## src/rtl/store_pkg.sv

```systemverilog
// Shared size codes, FSM states and the byte-lane mask helper for the store narrowing path.
// Imported by store_lane_shifter and store_narrow_unit.
package store_pkg;

  typedef enum logic [1:0] {
    SZ_BYTE = 2'b00,
    SZ_HALF = 2'b01,
    SZ_WORD = 2'b10,
    SZ_RSVD = 2'b11
  } size_e;

  typedef enum logic [1:0] {
    ST_IDLE   = 2'b00,
    ST_BEAT0  = 2'b01,
    ST_BEAT1  = 2'b10,
    ST_RETIRE = 2'b11
  } state_e;

  // Unshifted byte mask for an access size; reserved size enables nothing.
  function automatic logic [7:0] size_mask(size_e sz);
    logic [7:0] m;
    case (sz)
      SZ_BYTE: m = 8'b0000_0001;
      SZ_HALF: m = 8'b0000_0011;
      SZ_WORD: m = 8'b0000_1111;
      default: m = 8'b0000_0000;
    endcase
    return m;
  endfunction

endpackage

```

## src/rtl/store_lane_shifter.sv

```systemverilog
// Combinational lane placement: shifts store data to its byte offset across a two-word window,
// builds the 8-lane byte mask, flags word-crossing accesses and narrowing overflow.
import store_pkg::*;

module store_lane_shifter (
  input  logic [31:0] data_i,
  input  logic [1:0]  size_i,
  input  logic [1:0]  off_i,
  input  logic        arith_i,
  output logic [63:0] shifted_o,
  output logic [7:0]  be8_o,
  output logic        ovf_o,
  output logic        split_o
);

  size_e sz;
  assign sz = size_e'(size_i);

  always_comb begin
    shifted_o = {32'b0, data_i} << {off_i, 3'b000};
    be8_o     = size_mask(sz) << off_i;
    split_o   = |be8_o[7:4];
    ovf_o     = 1'b0;
    // Signed narrowing is lossless only when the dropped bits replicate the new sign bit.
    case (sz)
      SZ_BYTE: ovf_o = arith_i ? !((&data_i[31:7]) || !(|data_i[31:7])) : |data_i[31:8];
      SZ_HALF: ovf_o = arith_i ? !((&data_i[31:15]) || !(|data_i[31:15])) : |data_i[31:16];
      default: ovf_o = 1'b0;
    endcase
  end

endmodule

```

## src/rtl/store_narrow_unit.sv

```systemverilog
// Store narrowing unit: accepts one store, issues one or two word-aligned write beats, then retires.
// STORE_MISALIGN_TRAP_EN: misaligned half/word stores retire with err instead of being split.
import store_pkg::*;

module store_narrow_unit #(
  parameter int ADDR_W = 32
) (
  input  logic              clk,
  input  logic              reset,
  input  logic              req_valid,
  output logic              req_ready,
  input  logic [ADDR_W-1:0] req_addr,
  input  logic [31:0]       req_data,
  input  logic [1:0]        req_size,
  input  logic              req_arith,
  output logic              mem_valid,
  input  logic              mem_ready,
  output logic [ADDR_W-1:0] mem_addr,
  output logic [31:0]       mem_wdata,
  output logic [3:0]        mem_be,
  output logic              done,
  output logic              ovf,
  output logic              err
);

  state_e state_q, state_d;

  logic              mem_valid_q, mem_valid_d;
  logic [ADDR_W-1:0] mem_addr_q, mem_addr_d;
  logic [31:0]       mem_wdata_q, mem_wdata_d;
  logic [3:0]        mem_be_q, mem_be_d;
  logic              done_q, done_d;
  logic              ovf_q, ovf_d;
  logic              err_q, err_d;

  // Upper half of the lane window, kept for the second beat of a split store.
  logic [31:0]       hi_wdata_q, hi_wdata_d;
  logic [3:0]        hi_be_q, hi_be_d;
  logic              split_q, split_d;
  logic              ovf_pend_q, ovf_pend_d;

  logic [63:0]       sh_data;
  logic [7:0]        sh_be8;
  logic              sh_ovf;
  logic              sh_split;
  logic              misalign;
  logic              req_err;
  size_e             req_sz;

  assign req_sz = size_e'(req_size);

  store_lane_shifter u_shifter (
    .data_i    (req_data),
    .size_i    (req_size),
    .off_i     (req_addr[1:0]),
    .arith_i   (req_arith),
    .shifted_o (sh_data),
    .be8_o     (sh_be8),
    .ovf_o     (sh_ovf),
    .split_o   (sh_split)
  );

`ifdef STORE_MISALIGN_TRAP_EN
  assign misalign = ((req_sz == SZ_HALF) && req_addr[0]) ||
                    ((req_sz == SZ_WORD) && (req_addr[1:0] != 2'b00));
`else
  assign misalign = 1'b0;
`endif

  assign req_err   = (req_sz == SZ_RSVD) || misalign;
  assign req_ready = (state_q == ST_IDLE);

  always_comb begin
    state_d     = state_q;
    mem_valid_d = 1'b0;
    mem_addr_d  = '0;
    mem_wdata_d = '0;
    mem_be_d    = '0;
    done_d      = 1'b0;
    ovf_d       = 1'b0;
    err_d       = 1'b0;
    hi_wdata_d  = hi_wdata_q;
    hi_be_d     = hi_be_q;
    split_d     = split_q;
    ovf_pend_d  = ovf_pend_q;

    case (state_q)
      ST_IDLE: begin
        if (req_valid) begin
          if (req_err) begin
            state_d = ST_RETIRE;
            done_d  = 1'b1;
            err_d   = 1'b1;
          end else begin
            state_d     = ST_BEAT0;
            mem_valid_d = 1'b1;
            mem_addr_d  = {req_addr[ADDR_W-1:2], 2'b00};
            mem_wdata_d = sh_data[31:0];
            mem_be_d    = sh_be8[3:0];
            hi_wdata_d  = sh_data[63:32];
            hi_be_d     = sh_be8[7:4];
            split_d     = sh_split;
            ovf_pend_d  = sh_ovf;
          end
        end
      end
      ST_BEAT0: begin
        if (mem_ready && split_q) begin
          state_d     = ST_BEAT1;
          mem_valid_d = 1'b1;
          mem_addr_d  = mem_addr_q + ADDR_W'(4);
          mem_wdata_d = hi_wdata_q;
          mem_be_d    = hi_be_q;
        end else if (mem_ready) begin
          state_d = ST_RETIRE;
          done_d  = 1'b1;
          ovf_d   = ovf_pend_q;
        end else begin
          mem_valid_d = 1'b1;
          mem_addr_d  = mem_addr_q;
          mem_wdata_d = mem_wdata_q;
          mem_be_d    = mem_be_q;
        end
      end
      ST_BEAT1: begin
        if (mem_ready) begin
          state_d = ST_RETIRE;
          done_d  = 1'b1;
          ovf_d   = ovf_pend_q;
        end else begin
          mem_valid_d = 1'b1;
          mem_addr_d  = mem_addr_q;
          mem_wdata_d = mem_wdata_q;
          mem_be_d    = mem_be_q;
        end
      end
      default: begin
        state_d = ST_IDLE;
      end
    endcase
  end

  always_ff @(posedge clk) begin
    if (reset) begin
      state_q     <= ST_IDLE;
      mem_valid_q <= 1'b0;
      mem_addr_q  <= '0;
      mem_wdata_q <= '0;
      mem_be_q    <= '0;
      done_q      <= 1'b0;
      ovf_q       <= 1'b0;
      err_q       <= 1'b0;
      hi_wdata_q  <= '0;
      hi_be_q     <= '0;
      split_q     <= 1'b0;
      ovf_pend_q  <= 1'b0;
    end else begin
      state_q     <= state_d;
      mem_valid_q <= mem_valid_d;
      mem_addr_q  <= mem_addr_d;
      mem_wdata_q <= mem_wdata_d;
      mem_be_q    <= mem_be_d;
      done_q      <= done_d;
      ovf_q       <= ovf_d;
      err_q       <= err_d;
      hi_wdata_q  <= hi_wdata_d;
      hi_be_q     <= hi_be_d;
      split_q     <= split_d;
      ovf_pend_q  <= ovf_pend_d;
    end
  end

  assign mem_valid = mem_valid_q;
  assign mem_addr  = mem_addr_q;
  assign mem_wdata = mem_wdata_q;
  assign mem_be    = mem_be_q;
  assign done      = done_q;
  assign ovf       = ovf_q;
  assign err       = err_q;

endmodule

```

## config.mk

```make
export PLATFORM = sky130hd
export DESIGN_NAME = store_narrow_unit
export DESIGN_NICKNAME = d
export VERILOG_FILES = /design/src/rtl/store_pkg.sv /design/src/rtl/store_lane_shifter.sv /design/src/rtl/store_narrow_unit.sv
export SDC_FILE = /design/constraint.sdc
export NUM_CORES = 1
export LEC_CHECK = 0
export ABC_AREA = 1
export CORE_AREA = 4 4 90 155
export DETAILED_ROUTE_END_ITERATION = 16
export DIE_AREA = 0 0 94 159
export PLACE_DENSITY = 0.83
export SYNTH_ARGS = -nofsm -noshare
export SYNTH_HDL_FRONTEND = slang
export SYNTH_HIERARCHICAL = 1
export SYNTH_SLANG_ARGS = --single-unit
```

## constraint.sdc

```tcl
create_clock -name clk -period 2.84 [get_ports clk]
set_input_delay 0.568 -clock clk [delete_from_list [all_inputs] [get_ports clk]]
set_output_delay 0.568 -clock clk [all_outputs]
set_load 0.01 [all_outputs]
```

==> flow_summary.yaml, run 1 <==
sta:
  clock.fmax_mhz: 452.9
  finalCritPeriodShare_pct: 77.74
  maxSlewHeadroom_pct: 44.81
  rsz0062_at_grt: "no"
  fin_tns_setup_ns: 0
  clock-skew-final_ns: 0.01074
  final-setup-viol-count: 0
  finalHoldViolCount: 0
  worst_pin_slew_ns: 0.8269
  finalMaxSlewViolations: 0
  fin_crit_ns: 2.208
critical_path:
  critical-path-max-stage-delay_ns: 0.50
  r2r_cells: 8
  cp-start-kind: "flip-flop"
  cp.depth: 3
  critical_path.cell_chain: "inv_1 > ha_1 > clkdlybuf4s50_1"
  r2r-start: "state_q[1]"
  crit_slowest_cell: "clkdlybuf4s50_1"
  endpoint_kind: "primary output"
  startpoint: "state_q[0]"
  cp.required_ns: 2.27
  cp-endpoint: "req_ready"
  worstSetupPathType: "reg -> out"
  worstPathArrival_ns: 1.64
  crit_family: "buffers and inverters"
  timing.rr.end: "mem_wdata[10]"
  crit_buf_inv: 2
  ff2ff_setup_slack_ns: 0.89
  cp_max_fo: 5
detailed_routing:
  totalWireLength_um: 22210
  antenna_left: 0
  vias: 7497
  dr.pass1.iters: 4
  wl_per_cell_um: 16.06
  drcViolationCount: 0
  drt_iter0_drc: 475
  via_per_inst: 5.421
min_path:
  worstHoldStart: "mem_addr[1]"
  hp-class: "reg -> reg"
placed_design:
  dp_hpwl_um: 16450
  finalWeightedCongestion: 1.037
  placed_area_um2: 8322
  io_buffers: 143
outcome:
  status: "finished, final reports clean"
power:
  power_density_nw_per_um2: 544.6
  switching_power_mw: 1.704
  ir_worst_vdd_mv: 0.4061
  p_clk_share_pct: 27.4
  power.leakage_nw: 3.702
  power_frac_comb_pct: 31.6
  swShare_pct: 36.32
  intPower_mw: 2.988
  p_seq_share_pct: 41.0
grt:
  use_met2_pct: 54.97
  grt_remaining_overflow: 0
  grtUsageMet1_pct: 31.42
  grt_pass1_vias: 7314
  grt_pass1_wl_um: 35500
  antenna_found_initial: 0
  busiest_layer: "met2"
  grtUsageTotal_pct: 29.97
  grt_use_met3_pct: 4.019
  grt_max_degree: 68
synth:
  avgSynthCellArea_um2: 6.212
  synth_edf_count: 0
  yosysTopAreaCellShare_pct: 32.90
  async_flop_share_pct: 0
  netlist.top_cell.by_area: "dfxtp_1"
  ys.flop_type: "dfxtp_1"
  synth_seq_cells: 112
  syn_area_um2: 6814
  syn_inst: 1097
  synth.distinct_cells: 43
  yosysWarnings: 6
  synth_area_leaders: "dfxtp_1 (33%), nand2_1 (17%), inv_1 (8.1%), nor2_1 (7.1%), o21ai_0 (6.8%)"
  ys_seq_area_share_pct: 32.90
floorplanning:
  coreArea_um2: 12570
  die_w_um: 94
  pin_count: 144
  rows: 54
  start_util_pct: 54.22
  dieArea_um2: 14950
  die_h_um: 159
clocking:
  clockBufferDepth: 2
  htreeDepth: 3
  clk_latency_ns: 0.36
  cts_hold_buf: 0
  post-cts-setup-buffers: 0
  cts_buffers: 9
  clock_sinks: 112
  cts_resized: 0
  clk_pin_slew_worst_paths_ns: 0.08
  cts_tree: "yes"
  cts_root_buf: "clkbuf_16"
finish:
  syn2layout_area_growth_pct: 26.46
  seqCellArea_um2: 2242
  layout-drive-gt1-share_pct: 5.185
  final_core_util_pct: 68.57
  post-route-cell-area_um2: 8617
  multi_input_area_um2: 3671
  antennaDiodeCount: 0
  num-nets-final: 1291
  fillers: 1169
run:
  cap_violations: 0
[synthesized netlist by cell type (all sizes together), types with 2 or more instances]
master  instances
a21oi          50
a22oi           5
a31oi           6
buf            40
clkbuf         25
dfxtp         112
ha             10
inv           153
mux2i          10
nand2         306
nand3          71
nand4           8
nor2          140
nor3           12
o211ai         20
o21ai         113
o21bai          2
o22ai           2
or2             4
xor2            2
[power by group through the flow]
| stage | combinational [mW] | sequential (mW) | clock [mW] |
|---|---|---|---|
| 3_5_place_dp | 1.47 | 1.96 | 0 |
| 4_1_cts | 1.48 | 1.92 | 1.30 |
| 5_1_grt | 1.65 | 1.95 | 1.36 |
| 3_3_place_gp | 1.45 | 1.95 | 0 |
| 2_1_floorplan | 0.864 | 1.96 | 0 |
| 6_report | 1.48 | 1.93 | 1.28 |
[flip-flops by register name, indices dropped and copies added, names as in the netlist]
register	cells
state_q	2
hi_wdata_q	32
hi_be_q	4
mem_valid	1
mem_wdata	32
mem_addr	32
ovf	1
err	1
split_q	1
ovf_pend_q	1
done	1
mem_be	4
[routing by layer]
| metal | share of wire (%) | routed length, µm |
|---|---|---|
| met5 | 0 | 0 |
| met4 | 6.0 | 1341 |
| met3 | 6.0 | 1334 |
| met2 | 53 | 11800 |
| met1 | 35 | 7724 |
[worst min path at each step]
stage          slack, ns     endpoint  cells after the start
6_report            0.45  mem_addr[1]                      2
5_1_grt             0.49  mem_addr[1]                      2
4_1_cts             0.45  mem_addr[1]                      2
3_5_place_dp        0.44  mem_addr[1]                      2
3_3_place_gp        0.44  mem_addr[0]                      2
2_1_floorplan       0.43   hi_be_q[0]                      2
[through the flow]
step                      hold slack [ns]  cells  power, mW  setup WS (ns)
final                              0.4513   1383      4.693         0.6322
after global routing               0.4896   1383      4.957         0.4799
after CTS                          0.4525   1383      4.699         0.6397
after detailed placement           0.4398   1367      3.431         0.3185
after global placement             0.4356   1367      3.399         0.3736
after floorplan                    0.4299   1105      2.822          1.199
[cell type report]
cell class	instances	share of cell area, %
Multi-Input combinational cell	775	42.60
Sequential cell	112	26.02
Timing Repair Buffer	159	18.82
Inverter	153	6.694
Clock buffer	9	2.614
Tap cell	168	2.439
Clock inverter	7	0.8131
[cells in the final DEF (no fill, tap or decap), types with 2 or more instances in the layout]
| cell | Yosys | layout |
|---|---|---|
| a21oi_1 | 50 | 50 |
| a22oi_1 | 5 | 5 |
| a31oi_1 | 6 | 6 |
| buf_12 | 0 | 6 |
| buf_4 | 17 | 10 |
| clkbuf_16 | 0 | 9 |
| clkdlybuf4s50_1 | 0 | 142 |
| conb_1 | 1 | 9 |
| dfxtp_1 | 112 | 112 |
| ha_1 | 10 | 10 |
| inv_1 | 147 | 147 |
| inv_2 | 5 | 5 |
| inv_6 | 0 | 3 |
| mux2i_1 | 10 | 10 |
| nand2_1 | 303 | 303 |
| nand2_2 | 2 | 2 |
| nand3_1 | 68 | 68 |
| nand3_2 | 3 | 3 |
| nand4_1 | 8 | 8 |
| nor2_1 | 129 | 128 |
| nor2_2 | 5 | 5 |
| nor2_4 | 5 | 6 |
| nor3_1 | 11 | 11 |
| o211ai_1 | 20 | 20 |
| o21ai_0 | 92 | 92 |
| o21ai_1 | 19 | 19 |
| o21ai_2 | 2 | 2 |
| o21bai_1 | 2 | 2 |
| or2_1 | 2 | 2 |
| or2_2 | 2 | 2 |
| xor2_1 | 2 | 2 |
[cells by family after synthesis]
group | count (synthesis) | synth area share, %
and+or+nand+nor | 542 | 33.33
other | 1 | 0.05503
buffers and inverters | 218 | 13.77
adders and majority gates | 10 | 1.836
xor gates and xnor gates | 2 | 0.2571
DFF | 112 | 32.90
AOI/OAI and AO/OA | 202 | 16.38
muxes | 10 | 1.469
[worst min-delay path, delay by kind of cell, from the launching register on]
family	cells	cell delay, ns
DFF	1	0.32
and+or+nand+nor	2	0.10
No activity file was read; power rests on OpenSTA's default activity.
==> inputs of run 2 (changes only) <==
--- a/config.mk
+++ b/config.mk
@@ -6,10 +6,10 @@
 export NUM_CORES = 1
 export LEC_CHECK = 0
 export ABC_AREA = 1
-export CORE_AREA = 4 4 90 155
+export CORE_AREA = 4 4 97 167
 export DETAILED_ROUTE_END_ITERATION = 16
-export DIE_AREA = 0 0 94 159
-export PLACE_DENSITY = 0.83
+export DIE_AREA = 0 0 101 171
+export PLACE_DENSITY = 0.76
 export SYNTH_ARGS = -nofsm -noshare
 export SYNTH_HDL_FRONTEND = slang
 export SYNTH_HIERARCHICAL = 1
==> constraint.sdc (replaced) <==
create_clock -name clk -period 1.9 [get_ports clk]
set_input_delay 0.38 -clock clk [delete_from_list [all_inputs] [get_ports clk]]
set_output_delay 0.38 -clock clk [all_outputs]
set_load 0.01 [all_outputs]
==> run 2 against run 1 <==
Die area rose by 16%. Clock power up 56%. Clock skew rose by 0.0064 ns. Sequential cell count unchanged. Largest power group unchanged. Highest routed layer unchanged.
==> flow_summary.yaml, run 2 (synthesized netlist as in run 1, its figures left out) <==
critical_path:
  crit_buf_inv: 1
  crit_family: "buffers and inverters"
  startpoint: "mem_addr[23]"
  worstSetupPathType: "reg -> out"
  endpoint_kind: "primary output"
  critical_path.cell_chain: "clkdlybuf4s50_1"
  r2r-start: "mem_addr[15]"
  crit_slowest_cell: "clkdlybuf4s50_1"
  worstPathArrival_ns: 1.48
  cp.required_ns: 1.52
  critical-path-max-stage-delay_ns: 0.60
  cp_max_fo: 5
  cp-start-kind: "flip-flop"
finish:
  seqCellArea_um2: 2242
  final_common_cell: "nand2_1"
  fillers: 1406
  layout-drive-gt1-share_pct: 9.937
  antennaDiodeCount: 0
  final_cell_mix: "nand2_1 (303), inv_1 (147), clkdlybuf4s50_1 (141), nor2_1 (128), dfxtp_1 (112)"
  final_core_util_pct: 61.88
  num-nets-final: 1354
  syn2layout_area_growth_pct: 34.74
  post-route-cell-area_um2: 9181
  multi_input_area_um2: 3674
placed_design:
  finalWeightedCongestion: 0.9682
  io_buffers: 143
  placed_area_um2: 8864
  dp_hpwl_um: 17440
  place_ws_ns: -0.1341
sta:
  fin_ws_ns: 0.04399
  finalCritPeriodShare_pct: 97.68
  fin_crit_ns: 1.856
  clock.fmax_mhz: 538.8
  clock-skew-final_ns: 0.01713
  finalMaxSlewViolations: 0
  finalHoldViolCount: 0
  rsz0062_at_grt: "no"
  final-setup-viol-count: 0
  timing.hold.ws_ns: 0.4506
power:
  power_density_nw_per_um2: 799.6
  p_clk_share_pct: 27.2
  power_frac_comb_pct: 33.9
  power.leakage_nw: 4.038
  intPower_mw: 4.703
  switching_power_mw: 2.639
  p_seq_share_pct: 38.9
  swShare_pct: 35.94
  ir_worst_vdd_mv: 0.4834
grt:
  grt_pass1_vias: 7344
  grt_remaining_overflow: 0
  antenna_found_initial: 0
  grt_pass1_wl_um: 35280
  grt_max_degree: 39
  grtUsageTotal_pct: 25.97
outcome:
  status: "finished, final reports clean"
floorplanning:
  coreArea_um2: 14840
  start_util_pct: 45.92
  die_h_um: 171
  rows: 59
  die_w_um: 101
  dieArea_um2: 17270
  pin_count: 144
clocking:
  clock_sinks: 112
  clk_latency_ns: 0.36
  clockBufferDepth: 2
  cts_buffers: 9
  cts_hold_buf: 0
  cts_root_buf: "clkbuf_16"
  cts_tree: "yes"
  clk_pin_slew_worst_paths_ns: 0.09
  htreeDepth: 3
min_path:
  worstHoldStart: "mem_addr[0]"
  hp-class: "reg -> reg"
detailed_routing:
  drcViolationCount: 0
  drt_iter0_drc: 301
  dr.pass1.iters: 5
  via_per_inst: 5.283
  vias: 7719
  wl_per_cell_um: 15.51
  antenna_left: 0
  totalWireLength_um: 22660
run:
  cap_violations: 0
==> run 2: power groups by stage <==
stage	registers, mW	clock network [mW]	logic [mW]
after global routing	2.89	2.15	2.74
after CTS	2.85	2.04	2.49
after floorplan	2.93	0	1.29
final	2.86	2.00	2.49
after global placement	2.90	0	2.45
after detailed placement	2.91	0	2.48
==> run 2: path summary, 6_finish.rpt <==
check | slack (ns) | endpoint | cells after the start
worst max register to register | 0.26 | mem_addr[29] | 8
worst min register to register | 0.45 | mem_addr[0] | 2
worst max-delay path | 0.04 | mem_addr[23] | 1
worst min-delay path | 0.45 | mem_addr[0] | 2
==> run 2: through the flow <==
step / cells / power [mW] / TNS, ns
after floorplan: 1105 / 4.219 / 0
after global placement: 1445 / 5.350 / -4.578
after detailed placement: 1445 / 5.388 / -5.521
after CTS: 1461 / 7.384 / 0
after global routing: 1461 / 7.777 / 0
final: 1461 / 7.341 / 0
==> run 2: final cells by class <==
class / instances / share of cell area [%]
clock inverter: 7 / 0.9948
tap: 183 / 2.494
multi-input combinational: 775 / 40.01
clock buffer: 9 / 2.453
timing repair buffer: 222 / 23.34
inverter: 153 / 6.282
sequential: 112 / 24.42
==> run 2: timing repair <==
action,in CTS,in global routing
resized for setup,2,0
endpoints found under the setup margin,1,0
buffers inserted,0,0
==> run 2: layer usage <==
layer  up-vias  track usage (%)  part of all wire, %  routed length (µm)
li1       3807                -                    -                   -
met1      3530            26.60                   35                7996
met2       303            47.92                   52               11810
met3        79            3.835                  5.7                1284
met4         0            16.72                  6.9                1566
met5         -                0                    0                   0
